`src/rtl/vga_pkg.sv`:
```
// Shared VGA 640x480@60 timing, pixel field layout and pipeline latency.
// Build option: define VGA_ROM_OREG_EN when the pixel ROMs have output registers (latency 2).
package vga_pkg;

  // Default 640x480@60 Hz timing (pixel clock 25 MHz)
  localparam int unsigned H_ACTIVE = 640;
  localparam int unsigned H_FP     = 16;
  localparam int unsigned H_SYNC   = 96;
  localparam int unsigned H_BP     = 48;
  localparam int unsigned V_ACTIVE = 480;
  localparam int unsigned V_FP     = 10;
  localparam int unsigned V_SYNC   = 2;
  localparam int unsigned V_BP     = 33;

  localparam int unsigned H_TOTAL = H_ACTIVE + H_FP + H_SYNC + H_BP;
  localparam int unsigned V_TOTAL = V_ACTIVE + V_FP + V_SYNC + V_BP;

  // Counter and colour widths
  localparam int unsigned CNT_W  = 10;
  localparam int unsigned PIX_W  = 9;
  localparam int unsigned COMP_W = 3;
  localparam int unsigned DAC_W  = 4;

  // Pixel layout {R[2:0], G[2:0], B[2:0]}
  localparam int unsigned PIX_R_MSB = 8;
  localparam int unsigned PIX_R_LSB = 6;
  localparam int unsigned PIX_G_MSB = 5;
  localparam int unsigned PIX_G_LSB = 3;
  localparam int unsigned PIX_B_MSB = 2;
  localparam int unsigned PIX_B_LSB = 0;

  // Clocks between the counters and pixel_in from the generators
`ifdef VGA_ROM_OREG_EN
  localparam int unsigned PIPE_LAT = 2;
`else
  localparam int unsigned PIPE_LAT = 1;
`endif

  // Sync/blank bundle carried down the delay line
  typedef struct packed {
    logic hs;
    logic vs;
    logic de;
  } sync_t;

  localparam int unsigned SYNC_W = $bits(sync_t);

  // Blanked, sync inactive
  localparam sync_t SYNC_IDLE = '{hs: 1'b1, vs: 1'b1, de: 1'b0};

  // 3-bit colour to 4-bit DAC code, replicating the MSB so full scale stays full scale
  function automatic logic [DAC_W-1:0] expand_comp(input logic [COMP_W-1:0] c);
    return {c, c[COMP_W-1]};
  endfunction

endpackage

```
`src/rtl/vga_delay_line.sv`:
```
// Fixed-depth shift register with async active-low reset to a configurable value.
// last_in_c exposes the value that the final stage will load on the next clock.
module vga_delay_line #(
  parameter int unsigned DEPTH = 1,
  parameter int unsigned WIDTH = 3,
  parameter logic [WIDTH-1:0] RST_VAL = '0
) (
  input  logic             clk,
  input  logic             rst_n,
  input  logic [WIDTH-1:0] din,
  output logic [WIDTH-1:0] dout,
  output logic [WIDTH-1:0] last_in_c
);

  logic [WIDTH-1:0] stage [DEPTH];

  // Shift one stage per clock
  always_ff @(posedge clk or negedge rst_n) begin
    if (!rst_n) begin
      for (int i = 0; i < int'(DEPTH); i++) begin
        stage[i] <= RST_VAL;
      end
    end else begin
      stage[0] <= din;
      for (int i = 1; i < int'(DEPTH); i++) begin
        stage[i] <= stage[i-1];
      end
    end
  end

  assign dout = stage[DEPTH-1];

  // Input of the last stage: the raw input when there is only one stage
  if (DEPTH == 1) begin : g_single
    assign last_in_c = din;
  end else begin : g_multi
    assign last_in_c = stage[DEPTH-2];
  end

endmodule

```
`src/rtl/vga_scan_ctrl.sv`:
```
// VGA scan controller: free-running h/v counters, sync/blank delayed to line up
// with pixel-ROM read latency, colour expansion to 4-bit DACs and a frame tick.
// Build option: VGA_ROM_OREG_EN selects a two-clock pixel latency (see vga_pkg).
module vga_scan_ctrl
  import vga_pkg::*;
#(
  parameter int unsigned P_H_ACTIVE = H_ACTIVE,
  parameter int unsigned P_H_FP     = H_FP,
  parameter int unsigned P_H_SYNC   = H_SYNC,
  parameter int unsigned P_H_BP     = H_BP,
  parameter int unsigned P_V_ACTIVE = V_ACTIVE,
  parameter int unsigned P_V_FP     = V_FP,
  parameter int unsigned P_V_SYNC   = V_SYNC,
  parameter int unsigned P_V_BP     = V_BP
) (
  input  logic             clk_25MHz,
  input  logic             rst,
  input  logic [PIX_W-1:0] pixel_in,
  output logic [CNT_W-1:0] h_cnt,
  output logic [CNT_W-1:0] v_cnt,
  output logic             hsync,
  output logic             vsync,
  output logic [DAC_W-1:0] vga_r,
  output logic [DAC_W-1:0] vga_g,
  output logic [DAC_W-1:0] vga_b,
  output logic             frame_tick
);

  localparam int unsigned LH_TOTAL = P_H_ACTIVE + P_H_FP + P_H_SYNC + P_H_BP;
  localparam int unsigned LV_TOTAL = P_V_ACTIVE + P_V_FP + P_V_SYNC + P_V_BP;
  localparam int unsigned HS_BEG   = P_H_ACTIVE + P_H_FP;
  localparam int unsigned HS_END   = HS_BEG + P_H_SYNC;
  localparam int unsigned VS_BEG   = P_V_ACTIVE + P_V_FP;
  localparam int unsigned VS_END   = VS_BEG + P_V_SYNC;

  logic  h_wrap_c;
  logic  v_wrap_c;
  sync_t sync_raw_c;
  sync_t sync_pre_c;
  sync_t sync_dly;

  assign h_wrap_c = (h_cnt == CNT_W'(LH_TOTAL - 1));
  assign v_wrap_c = (v_cnt == CNT_W'(LV_TOTAL - 1));

  // Horizontal/vertical scan counters; v advances on the h wrap
  always_ff @(posedge clk_25MHz or negedge rst) begin
    if (!rst) begin
      h_cnt <= '0;
      v_cnt <= '0;
    end else if (h_wrap_c) begin
      h_cnt <= '0;
      v_cnt <= v_wrap_c ? '0 : v_cnt + CNT_W'(1);
    end else begin
      h_cnt <= h_cnt + CNT_W'(1);
    end
  end

  // Undelayed sync and display-enable decoded from the counters
  always_comb begin
    sync_raw_c    = SYNC_IDLE;
    sync_raw_c.hs = !((h_cnt >= CNT_W'(HS_BEG)) && (h_cnt < CNT_W'(HS_END)));
    sync_raw_c.vs = !((v_cnt >= CNT_W'(VS_BEG)) && (v_cnt < CNT_W'(VS_END)));
    sync_raw_c.de = (h_cnt < CNT_W'(P_H_ACTIVE)) && (v_cnt < CNT_W'(P_V_ACTIVE));
  end

  // Delay sync/blank by the pixel latency; the last stage drives the pins
  vga_delay_line #(
    .DEPTH   (PIPE_LAT),
    .WIDTH   (SYNC_W),
    .RST_VAL (SYNC_IDLE)
  ) u_sync_dly (
    .clk       (clk_25MHz),
    .rst_n     (rst),
    .din       (sync_raw_c),
    .dout      (sync_dly),
    .last_in_c (sync_pre_c)
  );

  assign hsync = sync_dly.hs;
  assign vsync = sync_dly.vs;

  // Colour register: loaded alongside the final sync stage, blanked outside the visible area
  always_ff @(posedge clk_25MHz or negedge rst) begin
    if (!rst) begin
      vga_r <= '0;
      vga_g <= '0;
      vga_b <= '0;
    end else if (sync_pre_c.de) begin
      vga_r <= expand_comp(pixel_in[PIX_R_MSB:PIX_R_LSB]);
      vga_g <= expand_comp(pixel_in[PIX_G_MSB:PIX_G_LSB]);
      vga_b <= expand_comp(pixel_in[PIX_B_MSB:PIX_B_LSB]);
    end else begin
      vga_r <= '0;
      vga_g <= '0;
      vga_b <= '0;
    end
  end

  // One-clock pulse after the counters reach the first line of vertical blanking
  always_ff @(posedge clk_25MHz or negedge rst) begin
    if (!rst) begin
      frame_tick <= 1'b0;
    end else begin
      frame_tick <= (h_cnt == '0) && (v_cnt == CNT_W'(P_V_ACTIVE));
    end
  end

endmodule

```
`config.mk`:
```
export PLATFORM = sky130hd
export DESIGN_NAME = vga_scan_ctrl
export DESIGN_NICKNAME = d
export VERILOG_FILES = /design/src/rtl/vga_pkg.sv /design/src/rtl/vga_delay_line.sv /design/src/rtl/vga_scan_ctrl.sv
export SDC_FILE = /design/constraint.sdc
export NUM_CORES = 1
export LEC_CHECK = 0
export ABC_CLOCK_PERIOD_IN_PS = 1700
export CAP_MARGIN = 0
export CORE_MARGIN = 4
export CORE_UTILIZATION = 25
export DETAILED_ROUTE_END_ITERATION = 16
export GPL_TIMING_DRIVEN = 0
export SYNTH_ARGS = -nofsm -noshare
export SYNTH_HDL_FRONTEND = slang
export SYNTH_SLANG_ARGS = --single-unit
```
`constraint.sdc`:
```
create_clock -name clk_25MHz -period 1.7 [get_ports clk_25MHz]
set_input_delay 0.34 -clock clk_25MHz [delete_from_list [all_inputs] [get_ports clk_25MHz]]
set_output_delay 0.34 -clock clk_25MHz [all_outputs]
set_load 0.02 [all_outputs]
```
==> results of run 1 <==
worst max-delay path: stages, from the launching register on:
cell and delay [ns]:
dfrtp_1 0.42, inv_2 0.09, ha_1 0.17, nand4b_1 0.17, nor4_4 0.39, nor2_2 0.08, mux2_2 0.27
registers in the layout (all words and copies together), names as in the netlist:
name / count
u_sync_dly.dout: 2
vga_g: 3
v_cnt: 10
h_cnt: 10
vga_b: 3
frame_tick: 1
vga_r: 3
final timing paths:
kind | from | to | slack [ns]
max | v_cnt[0] | v_cnt[0] | -0.004
max in group asynchronous | rst | h_cnt[1] | 1.08
min | rst | h_cnt[0] | 0.12
min in group clk_25MHz | v_cnt[8] | v_cnt[8] | 0.52
min reg2reg | v_cnt[8] | v_cnt[8] | 0.52
max reg2reg | v_cnt[0] | v_cnt[0] | -0.004
report_power, final:
part	internal, mW	switching (mW)	total [mW]	leakage (nW)
Combinational	0.0510	0.0439	0.0949	0.633
Clock	0.435	0.279	0.714	0.0552
Sequential	0.772	0.00339	0.776	0.401
Total	1.26	0.326	1.58	1.09
kinds of logic (layout without fill, tap and decap cells):
kind of cell / Yosys count / in the layout / synth area share
fa+ha+maj: 5 / 5 / 0.0414
xor+xnor: 9 / 9 / 0.0521
buf+inv: 14 / 76 / 0.0529
flops: 32 / 32 / 0.531
mux: 2 / 2 / 0.0141
compound gates: 16 / 16 / 0.0687
simple gates: 59 / 59 / 0.240
cells in the mapped netlist, types with 2 or more instances:
cell type,count
dfrtp_1,30
nand2_1,10
and2_1,9
xor2_1,7
inv_1,6
nand3_1,6
nor2_1,6
buf_4,5
ha_1,5
nor3_1,5
o21ai_0,5
a21oi_1,3
nand4_1,3
nor4_1,3
or4_1,3
a22o_1,2
and3_1,2
and3_2,2
dfstp_2,2
or3_1,2
xnor2_1,2
layer usage:
metal	global-route usage	up-vias	wire (um)	share of wire
met5	0	-	0	0
met4	0.0302	0	48	0.013
met3	0.0384	4	216	0.060
met2	0.175	30	1800	0.50
met1	0.119	582	1550	0.43
li1	-	597	-	-
final cells by class:
class                   instances  share of cell area
plain buffers                   8              0.0280
flip-flops and latches         32               0.354
clock inverters                 2              0.0154
repair buffers                 54               0.225
well taps                      75              0.0412
inverters                       6             0.00988
clock buffers                   6              0.0319
multi-input cells              91               0.295
what timing repair did:
action | CTS | global route
endpoints found under the setup margin | 18 | 13
buffers inserted | 4 | 5
gates resized for setup | 15 | 15
pin swaps | 4 | 2
stage by stage:
step           power [mW]  cell area (um^2)  worst slack, ns  hold WS [ns]  utilization
2_1_floorplan       0.822              1530           0.0117        0.0444            -
3_3_place_gp        0.888              2070           -0.531         0.511        0.352
3_5_place_dp        0.888              2070           -0.100         0.447        0.351
4_1_cts              1.61              2200         0.000224         0.138        0.374
5_1_grt              1.64              2280          -0.0856         0.177        0.387
6_report             1.58              2280         -0.00358         0.118        0.387
==> impl_metrics.ini, run 1 <==
[floorplanning]
initial_core_util = 0.257
rows = 28
die_area_um2 = 7360
die_x_um = 85.8
core_um2 = 5890
num_io_pins = 46
dieHeight_um = 85.8

[cells_and_area]
seqCellArea_um2 = 807
antennaDiodeCount = 0
final_common_cell = dfrtp_1
drive_gt1_frac = 0.221
layout.nets = 214
final_cell_mix = 27 x dfrtp_1, 25 x clkdlybuf4s50_1, 13 x buf_4, 13 x dlygate4sd2_1, 10 x nand2_1
final_cells = 274
multi_input_area_um2 = 672
fill_cells = 602
area_delta_synth_final_pct = 50.6

[synth]
ys_types = 40
synth-async-reset-ratio = 1.00
ys_seq_area_frac = 0.531
yosysTopAreaCell = dfrtp_1
syn_inst = 137
syn_area_um2 = 1510
synth_top_area_frac = 0.496
ys_seq_elements = 32
synth_area_per_cell_um2 = 11.0
synth_edf_count = 0
synth_area_leaders = dfrtp_1 50%, ha_1 4.1%, xor2_1 4.1%
ys.flop_type = dfrtp_1
synth_fp_nets = 153
ys.warnings.count = 0

[placement]
portBuffers = 45
dp_hpwl_um = 2430
routabilityCongestion = 0.754
dp.cells = 257

[status]
violations = negative setup slack
outcome = finished, violations left

[worst_setup_path]
cp.arrival_ns = 1.87
reg2reg_depth = 6
crit_path_start_kind = register
critical_path_class = register to register
cp.required_ns = 1.87
crit_path_end_kind = register
path_max_fanout = 5

[timing]
layout_setup_ws_ns = -0.00358
worst_pin_slew_ns = 0.728
fmax_ghz = 0.587
setup_viol = 1
min_period_ns = 1.70
rsz0062_at_grt = true
skew_ns = 0.00510
maxSlewHeadroom = 0.515
hold_viol = 0
tns_ns = -0.00358
slew_violations = 0
min_period_over_period = 1.00

[drt]
postRouteAntennaNets = 0
viasPerCell = 4.43
post_drt_wl_per_cell_um = 13.2
drc = 0
drtIter0Drc = 39
drtPass1Iterations = 4
totalWireLength_um = 3620
via_count = 1213

[power_and_ir_drop]
leakagePower_nw = 1.09
power_density_nw_per_um2 = 695
ir_drop_mv = 0.233

[clocking]
cts-buffers-inserted = 5
htree_levels = 2
worstSkewPairLatency_ns = 0.28
cts_buffer_depth = 2
ctsHoldBuffers = 0
clk_pin_slew_ns = 0.07
root_buffer = clkbuf_8
cts_tree = done
clkSinkCount = 32

[global_routing]
grt.total_usage = 0.102
grt_max_degree = 33
grt_first_pass_wirelength_um = 5930
gr-total-overflow = 0
grt_pass1_vias = 1218
antenna_found_initial = 0

[hold_path]
min_path_type = input port to asynchronous set/reset pin

[flow_run]
cap_viol_max_count = 0
No activity file was read; power rests on OpenSTA's default activity.
==> inputs of run 2 (changes only) <==
--- a/config.mk
+++ b/config.mk
@@ -16 +16,2 @@
 export SYNTH_SLANG_ARGS = --single-unit
+export TNS_END_PERCENT = 1
==> constraint.sdc (replaced) <==
create_clock -name clk_25MHz -period 1.7 [get_ports clk_25MHz]
set_input_delay 0.255 -clock clk_25MHz [delete_from_list [all_inputs] [get_ports clk_25MHz]]
set_output_delay 0.255 -clock clk_25MHz [all_outputs]
set_load 0.02 [all_outputs]
==> run 2 against run 1 <==
The run now ends clean; sequential power is essentially flat; final area unchanged; critical path depth unchanged; via count increased by 0.66%; first-iteration DRC count rose by 13%; wire length down 0.80%; clock skew increased by 0.0013 ns; clock-buffer cell count unchanged; maximum frequency up 0.46%; critical endpoint unchanged; utilization unchanged.
==> impl_metrics.ini, run 2 (same netlist as run 1, synthesis figures left out) <==
[placement]
portBuffers = 45
dp_hpwl_um = 2430
dp.cells = 257
routabilityCongestion = 0.754

[cells_and_area]
final_cells = 274
layout.nets = 214
drive_gt1_frac = 0.216
fill_cells = 600
area_delta_synth_final_pct = 50.6
final_cell_mix = 38 x clkdlybuf4s50_1, 27 x dfrtp_1, 14 x buf_4
antennaDiodeCount = 0
top_regs = h_cnt x10, v_cnt x10
final_common_cell = clkdlybuf4s50_1

[power_and_ir_drop]
p_int_mw = 1.26
power_density_nw_per_um2 = 694
seqPwrFrac = 0.491
p_sw_mw = 0.322
p_total_mw = 1.58
p_comb_frac = 0.060
switching_share = 0.204
ir_drop_mv = 0.233
leakagePower_nw = 1.03
p_clk_frac = 0.449

[timing]
min_period_ns = 1.70
hold_viol = 0
setup_viol = 0
maxSlewHeadroom = 0.518
rsz0062_at_grt = true
slew_violations = 0
worst_pin_slew_ns = 0.723
skew_ns = 0.00641
fmax_ghz = 0.590
min_period_over_period = 0.998

[clocking]
clk_pin_slew_ns = 0.07
cts_buffer_depth = 2
root_buffer = clkbuf_8
clkSinkCount = 32
ctsHoldBuffers = 0
cts_tree = done
htree_levels = 2
cts-buffers-inserted = 5
worstSkewPairLatency_ns = 0.28

[global_routing]
grt_first_pass_wirelength_um = 5900
grt_pass1_vias = 1217
grt.total_usage = 0.102
antenna_found_initial = 0
grt_max_degree = 33
gr-total-overflow = 0

[worst_setup_path]
crit_path_end_kind = register
crit_path_start_kind = register
regToRegEndpoint = v_cnt[0]
critical_path_class = register to register
path_max_fanout = 6
reg2reg_slack_ns = 0.004
cp.required_ns = 1.86
reg2reg_depth = 6
reg2reg_from = v_cnt[1]
cp.arrival_ns = 1.86

[drt]
drtIter0Drc = 44
viasPerCell = 4.46
drc = 0
post_drt_wl_per_cell_um = 13.1
via_count = 1221
postRouteAntennaNets = 0
drtPass1Iterations = 4
totalWireLength_um = 3590

[floorplanning]
rows = 28
initial_core_util = 0.257
num_io_pins = 46
dieHeight_um = 85.8
die_x_um = 85.8
die_area_um2 = 7360
core_um2 = 5890

[flow_run]
cap_viol_max_count = 0

[status]
outcome = finished, final reports clean

[hold_path]
min_path_type = input port to asynchronous set/reset pin
==> run 2: final cells by class <==
type                       count  area [um^2]  share of cell area
buffer                         8         60.1              0.0264
clock buffer                   6         72.6              0.0319
clock inverter                 2         35.0              0.0154
inverter                       6         22.5             0.00988
multi-input combinational     91          667               0.293
sequential                    32          807               0.354
tap                           75         93.8              0.0412
timing repair buffer          54          520               0.228
==> run 2: critical path, stage by stage, from the launching register on <==
cell and delay (ns):
dfrtp_2 0.44, inv_1 0.07, ha_1 0.16, nand4b_1 0.17
nor4_4 0.38, nor2_2 0.08, mux2_2 0.27
==> run 2: metrics by stage <==
stage / util / hold slack [ns] / setup WS, ns / setup TNS, ns / instance area (um^2)
floorplan: - / -0.0406 / 0.0117 / 0 / 1530
global placement: 0.352 / 0.511 / -0.446 / -10.36 / 2070
detailed placement: 0.351 / 0.362 / -0.100 / -0.257 / 2070
CTS: 0.375 / 0.0527 / -0.0217 / -0.0217 / 2210
global route: 0.387 / 0.0924 / -0.0797 / -0.238 / 2280
finish: 0.387 / 0.0343 / 0.00424 / 0 / 2280
==> run 2: how the worst max path moves through the flow <==
stage	from	endpoint	slack (ns)
3_5_place_dp	v_cnt[0]	v_cnt[0]	-0.10
3_3_place_gp	rst	h_cnt[1]	-0.45
5_1_grt	h_cnt[6]	v_cnt[4]	-0.08
2_1_floorplan	v_cnt[0]	v_cnt[0]	0.01
6_report	v_cnt[1]	v_cnt[0]	0.004
4_1_cts	h_cnt[6]	v_cnt[4]	-0.02
==> run 2: routing by layer <==
metal | global-route usage | wire [um]
met2 | 0.176 | 1800
met3 | 0.0384 | 207
met4 | 0.0302 | 52
met1 | 0.117 | 1530
met5 | 0 | 0
==> run 2: power groups by stage <==
| stage | clock network (mW) | registers [mW] | logic [mW] |
|---|---|---|---|
| 6_report | 0.709 | 0.776 | 0.0956 |
| 5_1_grt | 0.760 | 0.776 | 0.104 |
| 4_1_cts | 0.734 | 0.776 | 0.0983 |
| 3_5_place_dp | 0 | 0.790 | 0.0980 |
| 3_3_place_gp | 0 | 0.790 | 0.0984 |
| 2_1_floorplan | 0 | 0.805 | 0.0169 |
==> run 2: timing repair <==
| action | in CTS | in global routing |
|---|---|---|
| buffers inserted | 3 | 6 |
| gates resized for setup | 4 | 11 |
| setup endpoints to repair | 6 | 11 |
| pin swaps | 4 | 3 |
